**config.mk**
```make
export PLATFORM = sky130hd
export DESIGN_NAME = alu_result_serializer
export DESIGN_NICKNAME = d
export VERILOG_FILES = /design/src/rtl/alu_result_serializer.sv
export SDC_FILE = /design/constraint.sdc
export NUM_CORES = 1
export LEC_CHECK = 0
export CORE_UTILIZATION = 50
export DETAILED_ROUTE_END_ITERATION = 12
export MAX_ROUTING_LAYER = met4
export PLACE_DENSITY = 0.76
export SETUP_SLACK_MARGIN = 0.2
export SKIP_LAST_GASP = 1
export SLEW_MARGIN = 10
export SYNTH_ARGS = -nofsm -noshare
export SYNTH_HDL_FRONTEND = slang
export SYNTH_SLANG_ARGS = --single-unit
```
**constraint.sdc**
```tcl
create_clock -name clk -period 3.33 [get_ports clk]
set_clock_uncertainty 0.05 [all_clocks]
set_input_delay 0.4995 -clock clk [delete_from_list [all_inputs] [get_ports clk]]
set_output_delay 0.4995 -clock clk [all_outputs]
set_load 0.005 [all_outputs]
```
**src/rtl/alu_result_serializer.sv**
```systemverilog
`default_nettype none
// ============================================================================
// alu_result_serializer: buffers ALU results in a FIFO and sends each one as
// a 12-bit serial frame (start, result LSB first, carry, overflow, stop).
// Revision: 1.0
// ============================================================================
module alu_result_serializer #(
  parameter int DEPTH        = 4,
  parameter int CLKS_PER_BIT = 1
) (
  input  logic                   clk,
  input  logic                   rst,
  input  logic                   in_valid,
  output logic                   in_ready,
  input  logic [7:0]             in_result,
  input  logic                   in_carry,
  input  logic                   in_overflow,
  output logic                   ser_out,
  output logic                   ser_frame,
  output logic                   busy,
  output logic [$clog2(DEPTH):0] level
);

  localparam int PTR_W = $clog2(DEPTH);
  localparam int LVL_W = PTR_W + 1;
  localparam logic [LVL_W-1:0] C_DEPTH    = LVL_W'(DEPTH);
  localparam logic [7:0]       C_BIT_LAST = 8'(CLKS_PER_BIT - 1);
  localparam logic [3:0]       C_IDX_LAST = 4'd11;

  typedef enum logic [0:0] {
    S_IDLE  = 1'b0,
    S_SHIFT = 1'b1
  } state_t;

  state_t             state_q, state_d;
  logic [9:0]         mem_q [DEPTH];
  logic [PTR_W-1:0]   wr_ptr_q, wr_ptr_d;
  logic [PTR_W-1:0]   rd_ptr_q, rd_ptr_d;
  logic [LVL_W-1:0]   level_q, level_d;
  logic [11:0]        shift_q, shift_d;
  logic [3:0]         idx_q, idx_d;
  logic [7:0]         cnt_q, cnt_d;
  logic               push;
  logic               pop;

  assign in_ready  = !rst && (level_q < C_DEPTH);
  assign push      = in_valid && in_ready;
  assign ser_out   = shift_q[0];
  assign ser_frame = (state_q == S_SHIFT);
  assign busy      = (state_q == S_SHIFT);
  assign level     = level_q;

  // The shifter holds the whole frame; bit 0 is the line, ones fill from the top.
  always_comb begin
    state_d = state_q;
    shift_d = shift_q;
    idx_d   = idx_q;
    cnt_d   = cnt_q;
    pop     = 1'b0;
    case (state_q)
      S_IDLE: begin
        if (level_q != '0) begin
          pop     = 1'b1;
          state_d = S_SHIFT;
          shift_d = {1'b1, mem_q[rd_ptr_q], 1'b0};
          idx_d   = 4'd0;
          cnt_d   = 8'd0;
        end
      end
      S_SHIFT: begin
        if (cnt_q == C_BIT_LAST) begin
          cnt_d = 8'd0;
          if (idx_q == C_IDX_LAST) begin
            idx_d = 4'd0;
            if (level_q != '0) begin
              pop     = 1'b1;
              shift_d = {1'b1, mem_q[rd_ptr_q], 1'b0};
            end else begin
              state_d = S_IDLE;
              shift_d = '1;
            end
          end else begin
            idx_d   = idx_q + 4'd1;
            shift_d = {1'b1, shift_q[11:1]};
          end
        end else begin
          cnt_d = cnt_q + 8'd1;
        end
      end
      default: begin
        state_d = S_IDLE;
        shift_d = '1;
      end
    endcase
  end

  always_comb begin
    wr_ptr_d = push ? wr_ptr_q + PTR_W'(1) : wr_ptr_q;
    rd_ptr_d = pop  ? rd_ptr_q + PTR_W'(1) : rd_ptr_q;
    case ({push, pop})
      2'b10:   level_d = level_q + LVL_W'(1);
      2'b01:   level_d = level_q - LVL_W'(1);
      default: level_d = level_q;
    endcase
  end

  always_ff @(posedge clk) begin
    if (rst) begin
      state_q  <= S_IDLE;
      shift_q  <= '1;
      idx_q    <= 4'd0;
      cnt_q    <= 8'd0;
      wr_ptr_q <= '0;
      rd_ptr_q <= '0;
      level_q  <= '0;
    end else begin
      state_q  <= state_d;
      shift_q  <= shift_d;
      idx_q    <= idx_d;
      cnt_q    <= cnt_d;
      wr_ptr_q <= wr_ptr_d;
      rd_ptr_q <= rd_ptr_d;
      level_q  <= level_d;
    end
  end

  // Storage needs no reset: the pointers and level define what is valid.
  always_ff @(posedge clk) begin
    if (push) begin
      mem_q[wr_ptr_q] <= {in_overflow, in_carry, in_result};
    end
  end

endmodule
`default_nettype wire

```
# == Yosys cells after proc, flatten, opt, wreduce, memory -nomap -nowiden ==
# Memory sizes are Yosys's and may differ from the RTL's. A register that Yosys moved wholly into a read port is not among the register bits.
# Cells that the tools add are included.
# totals
reg_bits,32
ramBits,40
in_bits,13
output_inout_bits,7
word_cells,52
memories,1
# op_classes
n_addsub,6
magnitude_cmp,1
n_eq_ne,5
n_mux,24
bitwise,1
n_reduce_logical,7
# memory_table
name,depth,width,rd,rd_clocked_by_memory_dff,write_ports,line_no,rtl
mem_q,4,10,1,1,1,36,logic [9:0] mem_q [DEPTH];
# ops
cell,n
12-bit 2-to-1 mux,3
12-bit case mux with 2 select lines,1
8-bit 2-to-1 mux,2
8-bit case mux with 2 select lines,1
4-bit 2-to-1 mux,3
11-bit 2-to-1 mux,1
"8-bit by 1-bit adder with 8-bit output, second input constant",1
8-bit zero test,1
4-bit case mux with 2 select lines,1
1-bit 2-to-1 mux,7
3-bit case mux with 2 select lines,1
"2-bit by 1-bit adder with 2-bit output, second input constant",2
"4-bit by 1-bit adder with 4-bit output, second input constant",1
"4-bit == test, second input constant",1
2-bit 2-to-1 mux,2
1-bit case mux with 2 select lines,2
"3-bit by 1-bit adder with 3-bit output, second input constant",1
"3-bit < comparator, second input constant",1
3-bit nonzero test,1
"3-bit by 1-bit subtractor with 3-bit output, second input constant",1
"2-bit by 1-bit == test with 1-bit output, second input constant",1
"2-bit == test, second input constant",1
1-bit logical AND,2
"2-bit by 1-bit inequality test with 1-bit output, second input constant",1
other kinds (5),5

# == Longest topological paths before layout ==
# depth
depth_word,7
ltp_mapped,11
depth_no_buf,11

# == Least setup slack after synthesis ==
# OpenSTA, ideal clock, no wires.
# synth_path
kind,register to register
startpoint,register cnt_q[0]
endpoint,register level_q[2] (netlist: level[2])
setup_ns,0.070
t_arrival_ns,2.413
t_required_ns,3.210
setup_slack_ns,0.797
path_stages_with_launch,12
n_path_buf,0
period_less_slack_ns,2.533
path_cell_list,dfxtp_1 > inv_1 > ha_1 > nor4b_4 > a22o_4 > and2_4 > ha_1 > inv_1 > fa_1 > xor2_1 > or3_2 > a21oi_1
# synth_between
elab_chain_len,5
elab_cells_between_ends,7
cone_classes,2 x eq/ne; 3 x mux; 2 x reduce/logical
# synth_rtl
item,line_no,rtl
"start, declared",42,"logic [7:0] cnt_q, cnt_d;"
"start signal, assigned",120,cnt_q <= cnt_d;
8-bit zero test (*),71,if (cnt_q == C_BIT_LAST) begin
1-bit 2-to-1 mux (*),71,
1-bit case mux with 2 select lines (*),60,case (state_q)
named net pop,44,logic pop;
2-bit by 1-bit == test with 1-bit output or 2-bit == test (tied branches),100,"case ({push, pop})"
3-bit case mux with 2 select lines or 2-bit nonzero test (tied branches),-,
"end signal, assigned",123,level_q <= level_d;
"end, declared",39,"logic [LVL_W-1:0] level_q, level_d;"
# The timed path passes the listed nets; every way through them passes the cells marked *.
# A chain may end at the register's enable or synchronous reset.

# == Worst setup path in the final report ==
# layout_path
startpoint,register state_q (netlist: busy)
endpoint,register level_q[2] (netlist: level[2])
# layout_between
elab_chain_len,4
elab_cells_between_ends,6
cone_classes,2 x eq/ne; 2 x mux; 1 x bitwise; 1 x reduce/logical
# layout_rtl
item,line_no,rtl
"start, declared",35,"state_t state_q, state_d;"
"start signal, assigned",117,state_q <= state_d;
1-bit NOT,-,
1-bit case mux with 2 select lines (*),60,
named net pop,44,
2-bit by 1-bit == test with 1-bit output or 2-bit == test (tied branches),100,
3-bit case mux with 2 select lines or 2-bit nonzero test (tied branches),-,
# Marked as above.

==> metrics.cfg <==
[cells_and_area]
syn2layout_area_growth_pct = 13.30
drive_above_1_share_pct = 14.18
diodes = 0
fillers = 496
multiInputGateArea_sq_um = 1187
stdcell_area_sq_um = 3612
ff_latch_area_sq_um = 1862
fin_nets = 292
fin_util_pct = 59.95

[floorplan]
num_rows = 28
die_h_um = 81.85
start_util_pct = 52.91
die_area_sq_um = 6699
dieWidth_um = 81.85
io_pins = 20
core_region_area_sq_um = 6026

[routing]
vias = 1974
drc = 0
postRouteWirelength_um = 5293
ant_nets = 0
drt_iter0_markers = 121
viasPerCell = 5.640
drt_first_pass_iters = 4
routedWlPerCell_um = 15.12

[critical_path]
reg2reg_from = busy
cp_cell_sequence = nor4b_2 > a22o_4 > and2_4 > ha_1 > inv_1 > fa_1 > xor2_1 > or3_2 > a21oi_1
start_kind = register
reg2reg_depth = 9
cp_data_required_time_ns = 3.57
startpoint = busy
crit_buf_inv = 1
endpoint = level[2]
r2r-end = level[2]
end_kind = register
cp.depth = 9
r2r_slack_ns = 0.53
crit_type = reg2reg
path_max_fanout = 15
crit_arrival_ns = 3.04
critPathTopFamily = simple AND/OR/NAND/NOR gates
slowest_delay_ns = 0.57
slowest_stage = dfxtp_1

[power_and_ir_drop]
ir_worst_vdd_uv = 592.5
power_frac_seq_pct = 43.5
internal_power_w = 0.001861
switching_power_w = 0.0008472
pwr-share-clk_pct = 29.0
combPwrFrac_pct = 27.4
power_density_nw_per_um2 = 749.8
swShare_pct = 31.28
p_leak_nw = 1.260

[job]
drv_cap = 0

[synth]
syn_inst = 249
yosys_warnings = 0
seq_area_frac_synth_pct = 58.40
synth_simple_gate_area_share_pct = 13.15
mappedNetlistNets = 271
ys.flop_type = edfxtp_1
synth_area_leaders = edfxtp_1 (38%), dfxtp_1 (21%), mux4_2 (7.1%)
synth_area_sq_um = 3188
synthXorXnorAreaFrac_pct = 1.099
synth-compound-area-share_pct = 11.54
ys_ff_latch = 73
synth_edf_count = 40
synth_top_family_by_area = simple AND/OR/NAND/NOR gates
synth_top_area_cell = edfxtp_1
synthTopCellsByCount = edfxtp_1 (40), dfxtp_1 (33), o21ai_0 (18), a21oi_1 (16), nor2_1 (15)
synthMuxAreaShare_pct = 7.692
synthAdderAreaFrac_pct = 3.768
synth.top_cell.area_share_pct = 37.68
avgSynthCellArea_sq_um = 12.80
synth_most_common_cell = edfxtp_1
async_reset_ff_share_pct = 0
netlist-cell-type-count = 52

[cts]
cts_resized = 0
hold_buffers = 0
cts_tree = yes
cts_buffer_depth = 2
numClockSinks = 73
cts_buffers = 9
postCtsSetupBuffers = 0
clk_pin_slew_ns = 0.09
cts_root_buffer = clkbuf_8
clk_latency_ns = 0.35
h-tree-depth = 3

[global_routing]
grt_pass1_vias = 1865
grt_pass1_wl_um = 8942
antenna_found_initial = 0
grt_max_degree = 32
track_usage_pct = 19.08
overflow = 0

[timing]
min_period_ns = 2.802
fin_ws_ns = 0.5278
setup_viol = 0
hold_viol_final = 0
final.setup.tns_ns = 0
hold_ws_ns = 0.4276
max_slew_margin_pct = 53.56
rsz0062_at_grt = no
fin_crit_sh_pct = 84.15
worst_pin_slew_ns = 0.6956
slew_violations = 0
fmax_ghz = 0.3569

[placed_design]
place_area_sq_um = 3386
port_buffers = 19
dp_hpwl_um = 3429
pre_cts_ws_ns = 0.5395
routabilityCongestion = 0.7662

[run_status]
status = complete, no violations

[min_path]
hold_path.class = reg2reg

## worst min-delay path by stage
stage,startpoint,to,slack (ns),cells past startpoint
after floorplan,shift_q[4],shift_q[4],0.38,2
final,shift_q[9],shift_q[9],0.43,2
after CTS,shift_q[9],shift_q[9],0.42,2
after global routing,shift_q[9],shift_q[9],0.45,2
after detailed placement,shift_q[9],shift_q[9],0.41,2
after global placement,shift_q[4],shift_q[4],0.39,2
## layout make-up
cell class	instances	share of cell area [%]
multi-input cells	155	32.87
inverters	10	1.039
clock inverters	7	2.840
clock buffers	9	3.429
well taps	75	2.598
flip-flops and latches	73	51.54
repair buffers	21	5.681
## metal layers
metal	vias to the layer above	track usage [%]	part of all wire, %
met5	-	-	0
met4	0	10.53	2.2
li1	969	-	-
met2	34	29.26	49
met3	9	4.000	3.5
met1	962	23.56	46
## power groups by stage
stage	Sequential (W)	Clock [W]	Combinational [W]
final	0.00118	0.000787	0.000743
after global routing	0.00120	0.000832	0.000835
after CTS	0.00118	0.000801	0.000746
after detailed placement	0.00120	0	0.000738
after global placement	0.00120	0	0.000726
after floorplan	0.00114	0	0.000667
## cells by family (layout without fill, tap and decap cells)
logic type / after synthesis / after routing
mux: 12 / 12
compound gates: 60 / 60
xor+xnor: 4 / 4
buf+inv: 21 / 47
fa+ha+maj: 9 / 9
flops: 73 / 73
simple gates: 70 / 70
## worst min-delay path, stage by stage, from the launching register on
cell and delay, ns:
dfxtp_1 0.33, a21oi_1 0.06, o21ai_1 0.06
## registers in the layout, indices dropped and copies added, names as in the netlist, named ones only
register  flops
busy          1
cnt_q         8
idx_q         4
level         3
mem_q        40
rd_ptr_q      2
shift_q      11
wr_ptr_q      2
## stage by stage
stage / total power [W] / cells
2_1_floorplan: 0.001804 / 249
3_3_place_gp: 0.001921 / 334
3_5_place_dp: 0.001940 / 334
4_1_cts: 0.002728 / 350
5_1_grt: 0.002866 / 350
6_report: 0.002708 / 350
## cells in the final DEF (no fill, tap or decap), drive strengths merged, types with 5 or more instances in the layout
| cell type | Yosys | layout |
|---|---|---|
| nor2b | 11 | 11 |
| nor3 | 6 | 6 |
| ha | 8 | 8 |
| mux4 | 10 | 10 |
| nand2 | 8 | 8 |
| o21ai | 25 | 25 |
| inv | 10 | 12 |
| edfxtp | 40 | 40 |
| and3 | 5 | 5 |
| nor2 | 15 | 15 |
| nand3 | 6 | 6 |
| clkdlybuf4s50 | 0 | 19 |
| or3 | 5 | 5 |
| clkbuf | 4 | 9 |
| dfxtp | 33 | 33 |
| a21oi | 17 | 17 |
Note: power is estimated with default switching activity, not from simulation.
